## config.mk

```make
export PLATFORM = sky130hd
export DESIGN_NAME = mem_arbiter
export DESIGN_NICKNAME = d
export VERILOG_FILES = /design/src/rtl/mips_mem_pkg.sv /design/src/rtl/mem_arbiter.sv
export SDC_FILE = /design/constraint.sdc
export NUM_CORES = 1
export LEC_CHECK = 0
export CAP_MARGIN = 20
export CORE_AREA = 10 10 103 151
export DETAILED_ROUTE_END_ITERATION = 7
export DIE_AREA = 0 0 113 161
export HOLD_SLACK_MARGIN = 0.05
export PLACE_DENSITY = 0.7
export SLEW_MARGIN = 15
export SYNTH_ARGS = -nofsm -noshare
export SYNTH_HDL_FRONTEND = slang
export SYNTH_SLANG_ARGS = --single-unit
```

## constraint.sdc

```tcl
create_clock -name clk -period 3.5 [get_ports clk]
set_input_delay 0.35 -clock clk [delete_from_list [all_inputs] [get_ports clk]]
set_output_delay 0.35 -clock clk [all_outputs]
set_load 0.005 [all_outputs]
```

## src/rtl/mips_mem_pkg.sv

```systemverilog
// rtl/mips_mem_pkg.sv - shared types and constants for the unified memory arbiter
package mips_mem_pkg;

   typedef enum logic [1:0] {
      IDLE,
      BUSY_IF,
      BUSY_DM
   } arb_state_t;

   // Returned on a watchdog abort; decodes as a MIPS NOP on the fetch side.
   localparam logic [31:0] DEFAULT_ERR_DATA = 32'h0000_0000;

   typedef struct packed {
      logic        we;
      logic [31:0] addr;
      logic [31:0] wdata;
   } mem_op_t;

endpackage

```

## src/rtl/mem_arbiter.sv

```systemverilog
// rtl/mem_arbiter.sv - fetch/data arbiter for one unified memory with watchdog and fetch anti-starvation
module mem_arbiter
   import mips_mem_pkg::*;
#(
   parameter int unsigned MAX_STARVE = 4,
   parameter int unsigned TIMEOUT    = 16,
   parameter logic [31:0] ERR_DATA   = DEFAULT_ERR_DATA
) (
   input  logic        clk,
   input  logic        rst,
   input  logic        if_req,
   input  logic [31:0] if_addr,
   output logic [31:0] if_rdata,
   output logic        if_ack,
   input  logic        dm_req,
   input  logic        dm_we,
   input  logic [31:0] dm_addr,
   input  logic [31:0] dm_wdata,
   output logic [31:0] dm_rdata,
   output logic        dm_ack,
   output logic        mem_req,
   output logic        mem_we,
   output logic [31:0] mem_addr,
   output logic [31:0] mem_wdata,
   input  logic [31:0] mem_rdata,
   input  logic        mem_ack,
   output logic        hold_pc,
   output logic        hold_if,
   output logic        dm_stall,
   output logic        bus_err
);

   localparam logic [3:0] STARVE_MAX = 4'(MAX_STARVE);
   localparam logic [7:0] WD_LAST    = 8'(TIMEOUT - 1);

   arb_state_t  state, state_next;
   mem_op_t     op, op_next;
   logic        req_q, req_next;
   logic [3:0]  starve_cnt, starve_next;
   logic [7:0]  wd_cnt, wd_next;
   logic        bus_err_q, bus_err_next;
   logic        done;
   logic [31:0] done_data;

   always_ff @(posedge clk) begin
      if (rst) begin
         state      <= IDLE;
         op         <= '0;
         req_q      <= 1'b0;
         starve_cnt <= '0;
         wd_cnt     <= '0;
         bus_err_q  <= 1'b0;
      end else begin
         state      <= state_next;
         op         <= op_next;
         req_q      <= req_next;
         starve_cnt <= starve_next;
         wd_cnt     <= wd_next;
         bus_err_q  <= bus_err_next;
      end
   end

   always_comb begin
      state_next   = state;
      op_next      = op;
      req_next     = req_q;
      starve_next  = starve_cnt;
      wd_next      = wd_cnt;
      bus_err_next = bus_err_q;
      done         = 1'b0;
      done_data    = '0;
      case (state)
         IDLE: begin
            // Data wins ties until fetch has lost MAX_STARVE grants in a row;
            // that same guard keeps the counter from exceeding its limit.
            if (dm_req && (!if_req || starve_cnt < STARVE_MAX)) begin
               state_next = BUSY_DM;
               req_next   = 1'b1;
               op_next    = '{we: dm_we, addr: dm_addr, wdata: dm_wdata};
               if (if_req) begin
                  starve_next = starve_cnt + 4'd1;
               end
            end else if (if_req) begin
               state_next  = BUSY_IF;
               req_next    = 1'b1;
               op_next     = '{we: 1'b0, addr: if_addr, wdata: 32'h0};
               starve_next = '0;
            end
         end
         BUSY_IF, BUSY_DM: begin
            if (mem_ack) begin
               done      = 1'b1;
               done_data = mem_rdata;
            end else if (wd_cnt == WD_LAST) begin
               done         = 1'b1;
               done_data    = ERR_DATA;
               bus_err_next = 1'b1;
            end else begin
               wd_next = wd_cnt + 8'd1;
            end
            if (done) begin
               state_next = IDLE;
               req_next   = 1'b0;
               wd_next    = '0;
            end
         end
         default: state_next = IDLE;
      endcase
   end

   // A reset arriving mid-transaction abandons it without acknowledging the owner.
   assign if_ack   = done & ~rst & (state == BUSY_IF);
   assign dm_ack   = done & ~rst & (state == BUSY_DM);
   assign if_rdata = if_ack ? done_data : 32'h0;
   assign dm_rdata = dm_ack ? done_data : 32'h0;

   assign mem_req   = req_q;
   assign mem_we    = op.we;
   assign mem_addr  = op.addr;
   assign mem_wdata = op.wdata;

   assign hold_pc  = if_req & ~if_ack;
   assign hold_if  = if_req & ~if_ack;
   assign dm_stall = dm_req & ~dm_ack;
   assign bus_err  = bus_err_q;

endmodule

```

==> flow_summary.ini, run 1 <==
[clock_network]
cts.sinks = 81
htreeDepth = 3
clk_pin_slew_ps = 60
postCtsSetupBuffers = 0
clk_path_buf_depth = 2
cts-root-buf = clkbuf_16
numCtsBuffers = 9
ctsResizeCount = 0
ctsHoldBuffers = 0
cts_tree = yes
clock_latency_ps = 330

[route]
drc_errors = 0
vias_per_cell = 4.84
dr.pass1.iters = 4
vias = 4371
drt-wirelength-per-cell_um = 18.0
drt_iter0_drc = 148
drt_wl_total_um = 16300
antenna_left = 0

[placed_design]
dp_hpwl_um = 13000
dpl_cell_area_um2 = 6560
port_buffers = 269
dp_slack_ps = 992
gp_congestion = 0.861
dp.cells = 888

[sta]
hold_ws_ps = 451
worst_slack_ps = 672
fin_crit_sh = 0.808
finalHoldViolCount = 0
setup_tns_ps = 0
setup_viol = 0
min_period_ps = 2830
fin_skew_ps = 10.2
worst_pin_slew_ps = 848
slew_headroom = 0.433
maxSlewViolCount = 0
rsz0062_at_grt = false
max_freq_mhz = 354

[power]
total_power_mw = 2.53
leakage_nw = 2.53
power.density_nw_per_um2 = 369
ir_worst_vdd_v = 0.000191

[min_path]
worstHoldEndpoint = mem_wdata[29]
hold_depth = 2
hp-class = reg2reg
worstHoldStart = mem_wdata[29]

[global_route]
grt_overflow = 0
grt_usage = 0.169
grt_max_degree = 86
grt_pass1_wl_um = 24800
grt_pass1_vias = 4371
antenna_found_initial = 0

[logic_synthesis]
syn_avg_cell_area_um2 = 7.67
ys_seq_elements = 81
synth_warnings = 0
synthesis.nets = 634
netlist_area_um2 = 3800
ys_seq_area_frac = 0.427
ys_types = 35
synthCells = 495

[floorplanning]
die_h_um = 161
die_w_um = 113
die-area_um2 = 18200
core_um2 = 12800
start_util = 0.296
num_rows = 51
ios = 270

[critical_path]
timing.rr.start = state[0]
cp.required_ps = 3150
crit_type = reg2out
worstSetupStartpointType = flip-flop
setup.worst_path.end_class = output port
rr_worst_depth = 6
crit_fanout = 32
cp.arrival_ps = 2480
timing.rr.end = mem_addr[25]
reg2reg_slack_ps = 1670

[layout]
area_delta_synth_final_pct = 80.2
postLayoutCoreUtil = 0.534
final-instance-count-excl-fill = 904
nNetsFinal = 879
final_common_cell = clkdlybuf4s50_1
antenna_cells = 0
regArea_um2 = 1620
final_cell_mix = clkdlybuf4s50_1 (268), nand2_1 (108), dfxtp_1 (81), and2_1 (64), a21oi_1 (42)
multi_input_area_um2 = 1950
fillerInstances = 1220
drive_gt1_frac = 0.0443
stdcell_area_um2 = 6840

[job]
maxCapViolCount = 0

[run_status]
status = completed
[cells in the mapped netlist, drive strengths merged]
library cell,n,area [µm²]
clkbuf,23,87.6
a21oi,42,210
xnor2,2,17.5
o21ai,37,204
inv,3,11.3
and2,66,415
nor3,6,30.0
nand2b,1,6.26
or3,1,6.26
nand2,108,405
xor2,3,26.3
nor2,12,45.0
o21a,4,30.0
nor3b,1,7.51
and3,2,12.5
nand3,36,180
nand4,4,25.0
nor2b,1,6.26
a21o,1,8.76
nor4,2,27.5
o221a,1,11.3
a31oi,31,194
ha,5,62.6
mux2,1,11.3
buf,20,125
dfxtp,81,1620
a311oi,1,8.76
[layer usage]
metal,part of all wire,track usage,vias up
met4,0.027,0.0689,0
met2,0.54,0.312,157
met3,0.064,0.0452,25
met1,0.37,0.174,2028
li1,-,-,2161
met5,0,0,-
[where the power goes]
part	switching, mW	total, mW	leakage [nW]	internal, mW
clock network	0.364	0.882	0.131	0.518
registers	0.0381	1.04	0.665	1.00
logic	0.265	0.607	1.73	0.342
total	0.667	2.53	2.53	1.86
[cell families (layout without fill, tap and decap cells)]
logic type               after synthesis  in the layout  share of synthesized area
AND/OR/NAND/NOR                      240            240                      0.307
AO/OA/AOI/OAI                        117            117                      0.176
flip-flops                            81             81                      0.427
buffers and inverters                 46            296                     0.0590
adder cells (fa/ha/maj)                5              5                     0.0165
XOR/XNOR                               5              5                     0.0115
multiplexers                           1              1                    0.00297
[how the worst max path moves through the flow]
stage	start	to	slack [ps]	depth (start not counted)
5_1_grt	state[0]	if_rdata[5]	500	7
3_3_place_gp	mem_ack	if_rdata[6]	1040	6
2_1_floorplan	state[0]	if_rdata[10]	1710	7
3_5_place_dp	mem_ack	if_rdata[30]	990	6
6_report	state[0]	if_rdata[4]	670	7
4_1_cts	state[0]	if_rdata[30]	650	7
[final cells by class]
class,instances,share of cell area
timing repair buffer,277,0.405
multi-input combinational,368,0.286
sequential,81,0.237
clock buffer,12,0.0375
tap,159,0.0291
clock inverter,4,0.00402
inverter,3,0.00165
[critical path: stages (launching register included)]
cell and delay, ps:
dfxtp_1 340, inv_1 70, ha_1 510, nand2_1 120, nor2_1 120, buf_4 270, and2_1 190, clkdlybuf4s50_1 520
[sequential cells by signal, summed over array words and instances, names as in the netlist]
signal / cells
mem_addr: 32
mem_wdata: 32
wd_cnt: 8
starve_cnt: 4
state: 2
bus_err: 1
mem_req: 1
mem_we: 1
Note: power is estimated with default switching activity, not from simulation.
==> inputs of run 2 (changes only) <==
- clock period: 3.5 -> 2.71 ns (I/O delays scaled with it)
==> flow_summary.ini, run 2 (same netlist as run 1, synthesis figures left out) <==
[layout]
antenna_cells = 0
drive_gt1_frac = 0.0494
final_common_cell = clkdlybuf4s50_1
fillerInstances = 1214
area_delta_synth_final_pct = 81.8
final-instance-count-excl-fill = 908
regArea_um2 = 1620
multi_input_area_um2 = 1950
nNetsFinal = 883
final_cell_mix = clkdlybuf4s50_1 (268), nand2_1 (108), dfxtp_1 (81), and2_1 (64), a21oi_1 (42)

[power]
clock_power_share = 0.385
power.density_nw_per_um2 = 502
leakage_nw = 2.57
p_int_mw = 2.58
p_sw_uw = 885
p_seq_frac = 0.387
ir_worst_vdd_v = 0.000336
power.share.switching = 0.255
combPwrFrac = 0.228

[global_route]
grt_usage = 0.167
globalRouteMet1Util = 0.171
antenna_found_initial = 0
grt_pass1_wl_um = 24400
grtUsageMet3 = 0.0497
grt_pass1_vias = 4266
grt_overflow = 0
top_usage_layer = met2
grt_max_degree = 56
grt_use_met2 = 0.311

[clock_network]
cts_tree = yes
cts-root-buf = clkbuf_16
numCtsBuffers = 9
ctsResizeCount = 0
postCtsSetupBuffers = 0
ctsHoldBuffers = 0
cts.sinks = 81
htreeDepth = 3
clk_pin_slew_ps = 70
clock_latency_ps = 330
clk_path_buf_depth = 2

[placed_design]
gp_congestion = 0.856
dp_hpwl_um = 13000
dp.cells = 892
port_buffers = 269

[floorplanning]
start_util = 0.296
die_h_um = 161
die_w_um = 113
die-area_um2 = 18200
core_um2 = 12800
num_rows = 51
ios = 270

[route]
drt-wirelength-per-cell_um = 17.8
vias = 4313
antenna_left = 0
drt_iter0_drc = 200
vias_per_cell = 4.75
drc_errors = 0
drt_wl_total_um = 16200
dr.pass1.iters = 4

[sta]
setup_tns_ps = 0
setup_viol = 0
worst_pin_slew_ps = 502
maxSlewViolCount = 0
max_freq_mhz = 392
min_period_ps = 2550
finalHoldViolCount = 0
fin_skew_ps = 11.2
fin_crit_sh = 0.942
slew_headroom = 0.665
rsz0062_at_grt = false

[run_status]
status = completed

[critical_path]
crit_fanout = 32
worstSetupStartpointType = flip-flop
crit_type = reg2out
setup.worst_path.end_class = output port
cp.required_ps = 2440
cp.arrival_ps = 2280
rr_worst_depth = 6

[min_path]
hp-class = reg2reg
hold_depth = 2

[job]
maxCapViolCount = 0
-- run 2: changes by cell type in the layout (fill, tap and decap cells not counted) --
cell,before,now
clkbuf_8,2,1
buf_4,6,11
buf_12,2,1
bufinv_16,0,2
clkinv_2,1,0
clkinv_4,0,1
clkinvlp_4,3,0
inv_6,0,2
-- run 2: per-layer routing --
layer	wire length, µm	vias up
li1	-	2169
met1	5920	1982
met2	8850	143
met3	1110	19
met4	294	0
met5	0	-
-- run 2: per-stage QoR --
step | util | power, mW | hold WS (ps) | cell area (µm²) | setup WS (ps)
4_1_cts | 0.538 | 3.51 | 453 | 6910 | 168
2_1_floorplan | - | 1.66 | 423 | 3800 | 1000
3_3_place_gp | 0.513 | 2.15 | 437 | 6580 | 401
5_1_grt | 0.538 | 3.63 | 472 | 6910 | 30.2
6_report | 0.538 | 3.47 | 450 | 6910 | 157
3_5_place_dp | 0.513 | 2.16 | 444 | 6580 | 354
-- run 2: worst max-delay path, stage by stage, from the launching register on --
cell and delay, ps:
dfxtp_1 350, inv_1 70, ha_1 300, nand2_1 70, nor2_1 130, buf_4 290, and2_1 210, clkdlybuf4s50_1 530
-- run 2: power groups by stage --
stage / Sequential (mW) / Clock, mW / Combinational (mW)
final: 1.34 / 1.33 / 0.789
after global routing: 1.35 / 1.41 / 0.858
after CTS: 1.34 / 1.37 / 0.803
after detailed placement: 1.37 / 0 / 0.797
after global placement: 1.36 / 0 / 0.789
after floorplan: 1.37 / 0 / 0.291
-- run 2: final cells by class --
cell class	instances	share of cell area
Clock inverter	5	0.0125
Inverter	3	0.00163
Clock buffer	11	0.0352
Sequential cell	81	0.235
Timing Repair Buffer	281	0.404
Tap cell	159	0.0288
Multi-Input combinational cell	368	0.283
-- run 2: path summary, 6_finish.rpt --
check | to | startpoint | slack (ps)
min | mem_wdata[29] | mem_wdata[29] | 450
max | if_rdata[5] | state[0] | 160
max reg2reg | mem_addr[0] | state[0] | 880
min reg2reg | mem_wdata[29] | mem_wdata[29] | 450
==> inputs of run 3 (changes only) <==
- CORE_AREA: 10 10 103 151 -> 2 2 95 143
- DIE_AREA: 0 0 113 161 -> 0 0 97 145
==> flow_summary.ini, run 3 (same netlist as run 1, synthesis figures left out) <==
[route]
drt_iter0_drc = 167
vias_per_cell = 4.78
drt-wirelength-per-cell_um = 15.5
vias = 4326
antenna_left = 0
dr.pass1.iters = 4
drc_errors = 0
drt_wl_total_um = 14000

[critical_path]
cp.arrival_ps = 2210
worstSetupStartpointType = flip-flop
cp.required_ps = 2440
crit_type = reg2out
crit_fanout = 5
setup.worst_path.end_class = output port

[placed_design]
gp_congestion = 0.857
dp_hpwl_um = 10700
port_buffers = 269

[clock_network]
clk_pin_slew_ps = 60
ctsResizeCount = 0
postCtsSetupBuffers = 0
cts_tree = yes
numCtsBuffers = 9
clock_latency_ps = 330
cts.sinks = 81
cts-root-buf = clkbuf_16
ctsHoldBuffers = 0
clk_path_buf_depth = 2
htreeDepth = 3

[sta]
setup_tns_ps = 0
finalHoldViolCount = 0
fin_crit_sh = 0.916
min_period_ps = 2480
setup_viol = 0
slew_headroom = 0.610
rsz0062_at_grt = false
fin_skew_ps = 5.00
max_freq_mhz = 403
maxSlewViolCount = 0
hold_ws_ps = 300
worst_pin_slew_ps = 585

[min_path]
hp-class = in2reg

[job]
maxCapViolCount = 0

[layout]
antenna_cells = 0
fillerInstances = 1212
drive_gt1_frac = 0.0469
final_common_cell = clkdlybuf4s50_1
final_cell_mix = clkdlybuf4s50_1 (268), nand2_1 (108), dfxtp_1 (81), and2_1 (64), a21oi_1 (42)
area_delta_synth_final_pct = 80.9
nNetsFinal = 881
multi_input_area_um2 = 1950
regArea_um2 = 1620

[floorplanning]
start_util = 0.296
ios = 270
die-area_um2 = 14100
num_rows = 51
die_h_um = 145
core_um2 = 12800
die_w_um = 97

[global_route]
grt_overflow = 0
grt_usage = 0.189
grt_max_degree = 62
grt_pass1_wl_um = 21900
grt_pass1_vias = 4241
antenna_found_initial = 0

[power]
power.density_nw_per_um2 = 471
leakage_nw = 2.54
ir_worst_vdd_v = 0.000249
total_power_mw = 3.24

[run_status]
status = completed
==> run 3: routing by layer <==
layer	global-route usage	vias to the layer above	routed length, µm
li1	-	2163	-
met1	0.210	1977	5530
met2	0.346	158	7300
met3	0.0414	28	795
met4	0.0761	0	367
met5	0	-	0
==> run 3: final cells by class <==
cell class | count | share of cell area
clock buffer | 10 | 0.0348
clock inverter | 5 | 0.00474
inverter | 3 | 0.00164
multi-input combinational | 368 | 0.284
sequential | 81 | 0.236
tap | 159 | 0.0290
timing repair buffer | 279 | 0.409
==> run 3: path summary, 6_finish.rpt <==
check                start  cells after the start  slack, ps            end
min reg2reg  mem_wdata[27]                      2        450  mem_wdata[27]
max              wd_cnt[0]                      6        230        hold_if
min                    rst                      4        300   mem_addr[31]
max reg2reg       state[0]                      6        850    mem_addr[0]
==> run 3: critical path, stage by stage, from the launching register on <==
cell and delay [ps]:
dfxtp_1 330, ha_1 220, and3_1 240, and2_4 170, o21ai_4 180, o21a_1 220, clkdlybuf4s50_1 530
==> run 3: power by group <==
group	internal (mW)	total (mW)	switching, mW
Sequential	1.29	1.34	0.0496
Clock	0.636	1.11	0.472
Combinational	0.454	0.787	0.333
==> run 3: per-stage QoR <==
stage,util,setup slack (ps),cells,instance area [µm²]
6_report,0.536,227,905,6870
5_1_grt,0.536,59.8,905,6870
4_1_cts,0.536,192,905,6870
3_5_place_dp,0.514,402,890,6600
3_3_place_gp,0.514,423,890,6600
2_1_floorplan,-,1000,495,3800
